$ cat config.mk
export PLATFORM = sky130hd
export DESIGN_NAME = parking_gate_ctrl
export DESIGN_NICKNAME = d
export VERILOG_FILES = /design/src/rtl/parking_gate_ctrl_pkg.sv /design/src/rtl/parking_gate_ctrl_seg7.sv /design/src/rtl/parking_gate_ctrl.sv
export SDC_FILE = /design/constraint.sdc
export NUM_CORES = 1
export LEC_CHECK = 0
export CORE_MARGIN = 5
export CORE_UTILIZATION = 45
export CTS_BUF_LIST = sky130_fd_sc_hd__clkbuf_4
export CTS_CLUSTER_DIAMETER = 30
export DETAILED_ROUTE_END_ITERATION = 16
export PLACE_DENSITY_LB_ADDON = 0.3
export SETUP_SLACK_MARGIN = 0.15
export SLEW_MARGIN = 10
export SYNTH_ARGS = -nofsm -noshare
export SYNTH_HDL_FRONTEND = slang
export SYNTH_HIERARCHICAL = 1
export SYNTH_SLANG_ARGS = --single-unit
export TNS_END_PERCENT = 1
$ cat constraint.sdc
create_clock -name clk -period 2.34 [get_ports clk]
set_input_delay 0.468 -clock clk [delete_from_list [all_inputs] [get_ports clk]]
set_output_delay 0.468 -clock clk [all_outputs]
set_load 0.01 [all_outputs]
$ cat src/rtl/parking_gate_ctrl_pkg.sv
// Shared types and constants for the parking gate controller: FSM state encoding,
// timer width and 7-segment patterns (active-low, bit order {g,f,e,d,c,b,a}).
package parking_gate_ctrl_pkg;

  typedef enum logic [2:0] {
    ST_IDLE     = 3'd0,
    ST_WAIT_PWD = 3'd1,
    ST_GRANT    = 3'd2,
    ST_DENY     = 3'd3,
    ST_LOCKOUT  = 3'd4
  } state_e;

  localparam int TMR_W = 16;

  localparam logic [6:0] SEG_DASH  = 7'b0111111;
  localparam logic [6:0] SEG_BLANK = 7'b1111111;

endpackage

$ cat src/rtl/parking_gate_ctrl_seg7.sv
// Single-digit BCD to active-low 7-segment decoder; only built when PARK_SEVSEG_EN is
// defined, since nothing else instantiates it.
`ifdef PARK_SEVSEG_EN
module seg7_decoder
  import parking_gate_ctrl_pkg::*;
(
  input  logic [3:0] digit,
  output logic [6:0] seg_n
);

  always_comb begin
    seg_n = SEG_BLANK;
    case (digit)
      4'd0: seg_n = 7'b1000000;
      4'd1: seg_n = 7'b1111001;
      4'd2: seg_n = 7'b0100100;
      4'd3: seg_n = 7'b0110000;
      4'd4: seg_n = 7'b0011001;
      4'd5: seg_n = 7'b0010010;
      4'd6: seg_n = 7'b0000010;
      4'd7: seg_n = 7'b1111000;
      4'd8: seg_n = 7'b0000000;
      4'd9: seg_n = 7'b0010000;
      default: seg_n = SEG_BLANK;
    endcase
  end

endmodule
`endif

$ cat src/rtl/parking_gate_ctrl.sv
// Single-lane parking gate controller: sensor edge detect, password FSM with retry lockout,
// occupancy accounting. Optional PARK_SEVSEG_EN adds registered 7-seg digits of free spaces.
module parking_gate_ctrl
  import parking_gate_ctrl_pkg::*;
#(
  parameter int               CAPACITY     = 15,
  parameter int               CNT_W        = 8,
  parameter int               PWD_W        = 4,
  parameter logic [PWD_W-1:0] PASSWORD     = 4'h5,
  parameter int               MAX_TRIES    = 3,
  parameter int               PWD_TIMEOUT  = 64,
  parameter int               GREEN_CYCLES = 4,
  parameter int               LOCK_CYCLES  = 32
) (
  input  logic             clk,
  input  logic             rst,
  input  logic             sense_entry,
  input  logic             sense_exit,
  input  logic             pwd_valid,
  input  logic [PWD_W-1:0] pwd_in,
  output logic             green_light,
  output logic             red_light,
  output logic             lot_full,
  output logic             locked_out,
  output logic [CNT_W-1:0] space_used,
  output logic [CNT_W-1:0] space_available,
  output logic [15:0]      total_entries
`ifdef PARK_SEVSEG_EN
  ,
  output logic [6:0]       hex_tens,
  output logic [6:0]       hex_ones
`endif
);

  localparam logic [CNT_W-1:0] CAP_C       = CNT_W'(CAPACITY);
  localparam logic [2:0]       MAX_TRIES_C = 3'(MAX_TRIES);
  localparam logic [TMR_W-1:0] PWD_LIMIT   = TMR_W'(PWD_TIMEOUT - 1);
  localparam logic [TMR_W-1:0] GREEN_LIMIT = TMR_W'(GREEN_CYCLES - 1);
  localparam logic [TMR_W-1:0] LOCK_LIMIT  = TMR_W'(LOCK_CYCLES - 1);

  logic             entry_cur_q, entry_prev_q, exit_cur_q, exit_prev_q;
  logic             entry_edge, exit_edge;
  state_e           state_q, state_d;
  logic [TMR_W-1:0] timer_q, timer_d;
  logic [2:0]       tries_q, tries_d;
  logic             green_q, green_d, red_q, red_d;
  logic             locked_q, locked_d, full_q, full_d;
  logic [CNT_W-1:0] used_q, used_d, avail_q, avail_d;
  logic [15:0]      total_q, total_d;
  logic             grant_start;

  assign entry_edge = entry_cur_q & ~entry_prev_q;
  assign exit_edge  = exit_cur_q & ~exit_prev_q;

  // One timer serves the password timeout, green hold and lockout; every state change zeroes it.
  always_comb begin
    state_d = state_q;
    timer_d = timer_q + 1'b1;
    tries_d = tries_q;
    case (state_q)
      ST_IDLE: begin
        timer_d = '0;
        if (entry_edge && !full_q) begin
          state_d = ST_WAIT_PWD;
          tries_d = '0;
        end
      end
      ST_WAIT_PWD: begin
        if (pwd_valid) begin
          timer_d = '0;
          if (pwd_in == PASSWORD) begin
            state_d = ST_GRANT;
          end else begin
            tries_d = tries_q + 1'b1;
            state_d = (tries_d == MAX_TRIES_C) ? ST_LOCKOUT : ST_DENY;
          end
        end else if (timer_q == PWD_LIMIT) begin
          state_d = ST_IDLE;
          timer_d = '0;
        end
      end
      ST_GRANT: begin
        if (timer_q == GREEN_LIMIT) begin
          state_d = ST_IDLE;
          timer_d = '0;
        end
      end
      ST_DENY: begin
        state_d = ST_WAIT_PWD;
        timer_d = '0;
      end
      ST_LOCKOUT: begin
        if (timer_q == LOCK_LIMIT) begin
          state_d = ST_IDLE;
          timer_d = '0;
          tries_d = '0;
        end
      end
      default: begin
        state_d = ST_IDLE;
        timer_d = '0;
      end
    endcase
  end

  // A grant and an exit in the same cycle cancel; the count never leaves 0..CAPACITY.
  always_comb begin
    grant_start = (state_d == ST_GRANT) && (state_q != ST_GRANT);
    used_d      = used_q;
    if (grant_start && exit_edge) begin
      used_d = used_q;
    end else if (grant_start) begin
      if (used_q != CAP_C) used_d = used_q + 1'b1;
    end else if (exit_edge && (used_q != '0)) begin
      used_d = used_q - 1'b1;
    end
    total_d  = total_q + 16'(grant_start);
    avail_d  = CAP_C - used_d;
    full_d   = (used_d == CAP_C);
    green_d  = (state_d == ST_GRANT);
    red_d    = ~green_d;
    locked_d = (state_d == ST_LOCKOUT);
  end

  always_ff @(posedge clk) begin
    if (rst) begin
      entry_cur_q  <= 1'b0;
      entry_prev_q <= 1'b0;
      exit_cur_q   <= 1'b0;
      exit_prev_q  <= 1'b0;
      state_q      <= ST_IDLE;
      timer_q      <= '0;
      tries_q      <= '0;
      green_q      <= 1'b0;
      red_q        <= 1'b1;
      locked_q     <= 1'b0;
      full_q       <= 1'b0;
      used_q       <= '0;
      avail_q      <= CAP_C;
      total_q      <= '0;
    end else begin
      entry_cur_q  <= sense_entry;
      entry_prev_q <= entry_cur_q;
      exit_cur_q   <= sense_exit;
      exit_prev_q  <= exit_cur_q;
      state_q      <= state_d;
      timer_q      <= timer_d;
      tries_q      <= tries_d;
      green_q      <= green_d;
      red_q        <= red_d;
      locked_q     <= locked_d;
      full_q       <= full_d;
      used_q       <= used_d;
      avail_q      <= avail_d;
      total_q      <= total_d;
    end
  end

  assign green_light     = green_q;
  assign red_light       = red_q;
  assign lot_full        = full_q;
  assign locked_out      = locked_q;
  assign space_used      = used_q;
  assign space_available = avail_q;
  assign total_entries   = total_q;

`ifdef PARK_SEVSEG_EN
  // Decoding the reset value through the same path keeps the display flops reset to CAPACITY.
  logic [CNT_W-1:0] disp_val;
  logic [3:0]       tens_dig, ones_dig;
  logic [6:0]       seg_tens, seg_ones;
  logic [6:0]       hex_tens_q, hex_tens_d, hex_ones_q, hex_ones_d;

  always_comb begin
    disp_val   = rst ? CAP_C : avail_d;
    tens_dig   = 4'((int'(disp_val) / 10) % 10);
    ones_dig   = 4'(int'(disp_val) % 10);
    hex_tens_d = (int'(disp_val) > 99) ? SEG_DASH : seg_tens;
    hex_ones_d = (int'(disp_val) > 99) ? SEG_DASH : seg_ones;
  end

  seg7_decoder u_seg_tens (.digit(tens_dig), .seg_n(seg_tens));
  seg7_decoder u_seg_ones (.digit(ones_dig), .seg_n(seg_ones));

  always_ff @(posedge clk) begin
    hex_tens_q <= hex_tens_d;
    hex_ones_q <= hex_ones_d;
  end

  assign hex_tens = hex_tens_q;
  assign hex_ones = hex_ones_q;
`endif

endmodule

Word level (Yosys, flattened, before mapping)
Cells that the tools add are included.
{ "word_totals": {"register_bits": 62, "out_inout_bits": 36, "inputBits": 9, "wordCells": 74} }
{ "classes": {"bitwise_logic": 5, "eq_ne": 18, "n_reduce_logical": 9, "addsub": 6, "n_mux": 22} }
{ "op_table": {"columns": ["op", "n"], "rows": [
  ["$mux W16", 4],
  ["$pmux W16 S3", 1],
  ["$mux W3", 11],
  ["$mux W8", 4],
  ["$add A16 B1 Y16", 1],
  ["$add A16 B1 Y16 const B", 1],
  ["$eq A16 B2 Y1 const B", 1],
  ["$eq A16 B5 Y1 const B", 1],
  ["$eq A16 B6 Y1 const B", 1],
  ["$pmux W3 S5", 1],
  ["$eq A3 B2 Y1 const B", 4],
  ["$pmux W3 S3", 1],
  ["$add A8 B1 Y8 const B", 1],
  ["$eq A8 B4 Y1 const B", 1],
  ["$ne A2 B2 Y1 const B", 4],
  ["$ne A8 B4 Y1 const B", 1],
  ["$reduce_bool A8 Y1", 1],
  ["$sub A4 B8 Y8 const A", 1],
  ["$sub A8 B1 Y8 const B", 1],
  ["$eq A3 B3 Y1 const B", 2],
  ["$reduce_and A5 Y1", 1],
  ["$eq A4 B3 Y1 const B", 1],
  ["$logic_and A1 B1 Y1", 4],
  ["$add A3 B1 Y3 const B", 1],
  ["7 further kinds", 10]
]} }

Logic depth before layout (Yosys ltp)
{ "depth": {"ltp_word": 11, "depth_mapped": 12, "ltp_nobuf": 11} }

Worst setup path before layout
No wires, ideal clock.
{ "synth_timing": {"path_type": "register to register", "start": "reg used_q[0] (netlist: space_used[0])", "end": "reg avail_q[7] (netlist: space_available[7])", "path_stages_with_launch": 10, "required_time_ps": 2211, "setup_time_ps": 129, "arrival_time_ps": 2380, "path_slack_ps": -169, "path_buffers": 0, "synth_period_minus_slack_ps": 2509, "path_cell_list": "dfxtp_1 inv_1 ha_1 a41o_1 or3_1 or4_1 o21ai_1 xnor2_1 and4_4 nor3_2"} }
{ "synth_between": {"elab_chain_len": 6, "elab_cells_between_ends": 10, "classes_between": "add/sub (3); eq/ne (1); mux (4); reduce/logical (2)"} }
{ "synth_lines": {"columns": ["element", "line_no", "text"], "rows": [
  ["start, declared", "parking_gate_ctrl.sv:48", "logic [CNT_W-1:0] used_q, used_d, avail_q, avail_d;"],
  ["start signal, assigned", "parking_gate_ctrl.sv:153", "used_q <= used_d;"],
  ["branches (longest 4 deep; another with $sub A8 B1 Y8)", null, null],
  ["$mux W8 *", "parking_gate_ctrl.sv:110", "if (grant_start && exit_edge) begin"],
  ["$sub A4 B8 Y8 *", "parking_gate_ctrl.sv:118", "avail_d = CAP_C - used_d;"],
  ["end signal, assigned", "parking_gate_ctrl.sv:154", "avail_q <= avail_d;"],
  ["end, declared", "parking_gate_ctrl.sv:48", null]
]} }
Mark *: on every way between the ends.
A chain may end at the register's enable or synchronous reset.

Final worst setup path
{ "layout_timing": {"start": "in pwd_in[1]", "end": "reg full_q (netlist: lot_full)"} }
{ "layout_between": {"elab_chain_len": 9, "elab_cells_between_ends": 10, "classes_between": "eq/ne (3); mux (5); reduce/logical (2)"} }
{ "layout_lines": {"columns": ["element", "line_no", "text"], "rows": [
  ["start, declared", "parking_gate_ctrl.sv:20", "input logic [PWD_W-1:0] pwd_in,"],
  ["$eq A4 B3 Y1 *", "parking_gate_ctrl.sv:71", "if (pwd_in == PASSWORD) begin"],
  ["$mux W3 *", "parking_gate_ctrl.sv:71", null],
  ["$mux W3 *", "parking_gate_ctrl.sv:69", "if (pwd_valid) begin"],
  ["$pmux W3 S5 *", "parking_gate_ctrl.sv:60", "case (state_q)"],
  ["$eq A3 B2 Y1 *", "parking_gate_ctrl.sv:108", "grant_start = (state_d == ST_GRANT) && (state_q != ST_GRANT);"],
  ["$logic_and A1 B1 Y1 *", "parking_gate_ctrl.sv:108", null],
  ["$mux W8 / $logic_and A1 B1 Y1 (equally long branches)", "parking_gate_ctrl.sv:112, parking_gate_ctrl.sv:110", null],
  ["$mux W8 *", "parking_gate_ctrl.sv:110", null],
  ["$eq A8 B4 Y1 *", "parking_gate_ctrl.sv:119", "full_d = (used_d == CAP_C);"],
  ["end signal, assigned", "parking_gate_ctrl.sv:152", "full_q <= full_d;"],
  ["end, declared", "parking_gate_ctrl.sv:47", "logic locked_q, locked_d, full_q, full_d;"]
]} }
Every way passes the cells marked *; elsewhere a longest branch is shown, timed or not.

==> flow_summary.toml <==
[status]
outcome = "complete, but fails checks"
violations = "setup timing"

[worst_setup_path]
reg2reg_depth = 12
reg2reg_from = "tries_q[1]"
path_class = "input port to flop"
rrSetupSlack_ns = -0.26
end_kind = "flop"
critPathRequiredTime_ns = 2.65
cp-start-kind = "input port"
critPathArrivalTime_ns = 2.96
reg2reg_to = "lot_full"
cp_max_fo = 5

[sta]
finalSetupTns_ns = -1.31
drv_slew = 0
setup_viol = 9
skew_ns = 0.0155
holdWs_ns = 0.472
relSlewSlack_pct = 55.5
fin_crit_sh_pct = 113
rsz0062_at_grt = "true"
finalCriticalPeriod_ns = 2.65
tightest_slew_ns = 0.662
worst_slack_ns = -0.314
hold_viol = 0
clock.fmax_ghz = 0.377

[grt]
grt_pass1_wl_um = 11500
antenna_found_initial = 0
grt_overflow = 0
grt_max_degree = 32
grt_pass1_vias = 2599
grt_usage_pct = 16.8

[yosys]
netlist_instances = 332
synth.distinct_cells = 60
yosysWarningCount = 6
synth_edf_count = 0
synth_flop_cell = "dfxtp_1"
syn_avg_cell_area_um2 = 8.88
yosys-top-cells-count = "dfxtp_1, nor2_1, xor2_1"
syn_nets = 350
ys_ff_latch = 61
synth_top_area_share_pct = 41.4
seq_area_frac_synth_pct = 41.4
synth_area_mm2 = 0.00295
synth_top_area_cell = "dfxtp_1"
yosysMostFrequentCell = "dfxtp_1"
ys_top_cells_by_area = "dfxtp_1, nor2_1, xor2_1"
async_flop_share_pct = 0

[drt]
viasPerCell = 5.25
ant_nets = 0
drtPass1Iterations = 4
drc = 0
wl_um = 6920
wire_per_inst_um = 13.5
vias = 2688
drt_iter0_markers = 85

[placed_design]
gp_congestion = 0.847
placed_cells = 497
hpwl_um = 5000
port_buffers = 44

[cts]
cts_buffer_depth = 2
clk_pin_slew_ns = 0.09
insertion_delay_ns = 0.40
htree_levels = 3
cts_tree = "done"
cts_sinks = 61
cts_made_buffers = 9
cts_hold_buffers = 0
cts-root-buf = "clkbuf_4"

[power]
power_frac_comb_pct = 43.0
switchingPower_mw = 1.04
p_total_mw = 3.25
peakVddDrop_uv = 672
p_sw_share_pct = 31.9
share_seq_of_total_power_pct = 36.4
power_per_cell_area_mw_per_mm2 = 784
leakagePower_nw = 1.63
intPower_mw = 2.21
clkPwrFrac_pct = 20.6

[floorplanning]
die_h_um = 90.9
ios = 45
die_x_um = 90.9
start_util_pct = 46.4
rows = 29
die_area_mm2 = 0.00827
coreArea_mm2 = 0.00635

[cells_and_area]
fin_cells = 512
fin_nets = 450
area_growth_pct = 40.7
layout-drive-gt1-share_pct = 25.5
antenna_cells = 0

[min_path]
timing.hold.worst_path_depth = 1
hold_end = "entry_prev_q"
hold_path_startpoint = "entry_cur_q"
hold_path.class = "flop to flop"

[flow_run]
max_cap_viol_count = 0
## how the worst max path moves through the flow
| stage | cells past startpoint | slack, ns | startpoint | end |
|---|---|---|---|---|
| 6_report | 11 | -0.31 | pwd_in[1] | lot_full |
| 2_1_floorplan | 9 | -0.09 | timer_q[12] | lot_full |
| 5_1_grt | 12 | -0.39 | tries_q[1] | lot_full |
| 3_3_place_gp | 10 | -0.52 | pwd_in[3] | lot_full |
| 3_5_place_dp | 11 | -0.63 | pwd_in[3] | lot_full |
| 4_1_cts | 10 | -0.34 | timer_q[9] | lot_full |
## power groups by stage
| stage | Clock [mW] | Sequential [mW] | Combinational, mW |
|---|---|---|---|
| after floorplan | 0 | 1.28 | 0.612 |
| after global placement | 0 | 1.20 | 1.30 |
| after detailed placement | 0 | 1.21 | 1.32 |
| after CTS | 0.694 | 1.18 | 1.37 |
| final | 0.669 | 1.18 | 1.40 |
| after global routing | 0.733 | 1.19 | 1.50 |
## logic make-up (layout without fill, tap and decap cells)
family                   after synthesis  after routing  synth area share [%]
AO/OA/AOI/OAI                         40             40                  10.6
XOR/XNOR                              36             36                  10.7
adder cells (fa/ha/maj)                9              9                  3.82
AND/OR/NAND/NOR                      152            152                  27.9
multiplexers                           3              3                  1.02
flip-flops                            61             61                  41.4
buffers and inverters                 31            134                  4.46
## state kept, by name, indices dropped and copies added, names as in the netlist
| name | cells |
|---|---|
| entry_cur_q | 1 |
| entry_prev_q | 1 |
| exit_cur_q | 1 |
| exit_prev_q | 1 |
| green_light | 1 |
| locked_out | 1 |
| lot_full | 1 |
| red_light | 1 |
| space_available | 7 |
| space_used | 8 |
| state_q | 3 |
| timer_q | 16 |
| total_entries | 16 |
| tries_q | 3 |
## timing repair
| item | CTS | global route |
|---|---|---|
| pin swaps | 12 | 11 |
| cloned | 0 | 0 |
| setup endpoints to repair | 49 | 51 |
| resized for setup | 20 | 16 |
| setup buffers | 1 | 0 |
## stage by stage
stage / worst slack (ns) / instance area (um2) / util (%)
detailed placement: -0.629 / 3870 / 61.0
finish: -0.314 / 4150 / 65.3
floorplan: -0.0874 / 2950 / -
global placement: -0.521 / 3870 / 61.0
global route: -0.389 / 4150 / 65.3
CTS: -0.344 / 4070 / 64.1
## critical path: stages
cell	delay (ns)
clkdlybuf4s50_1	0.44
and4bb_4	0.25
o311ai_4	0.38
nand2b_4	0.22
a21oi_4	0.05
buf_4	0.16
a31o_1	0.22
mux2i_2	0.20
ha_2	0.24
nand4_1	0.10
nor4_2	0.24
## layout by cell type, fill, tap and decap left out, types with 7 or more instances in the layout
cell	synthesis	routed
inv_1	15	15
xnor2_1	14	14
clkdlybuf4s50_1	0	44
nand2_1	14	14
nand4_1	7	7
dfxtp_1	61	54
xor2_1	22	22
clkbuf_4	0	10
nand3_1	19	17
nor2b_1	8	8
nor2_1	55	54
and3_1	14	12
a21oi_1	13	12
buf_4	2	56
dfxtp_2	0	7
## layer usage
metal	share of wire [%]	GRT usage [%]	wire length (um)	vias to the layer above
met3	6.1	5.25	422	17
li1	-	-	-	1339
met1	45	21.0	3120	1254
met2	46	26.1	3190	78
met5	0	0	0	-
met4	2.7	8.07	184	0
## cell type report
| type | instances | area [um2] |
|---|---|---|
| multi-input combinational | 240 | 1720 |
| sequential | 61 | 1230 |
| clock buffer | 10 | 75.1 |
| timing repair buffer | 105 | 926 |
| clock inverter | 4 | 41.3 |
| inverter | 15 | 56.3 |
| tap | 77 | 96.3 |
| fill | 515 | 2200 |
Power figures use the tool's default switching activity.
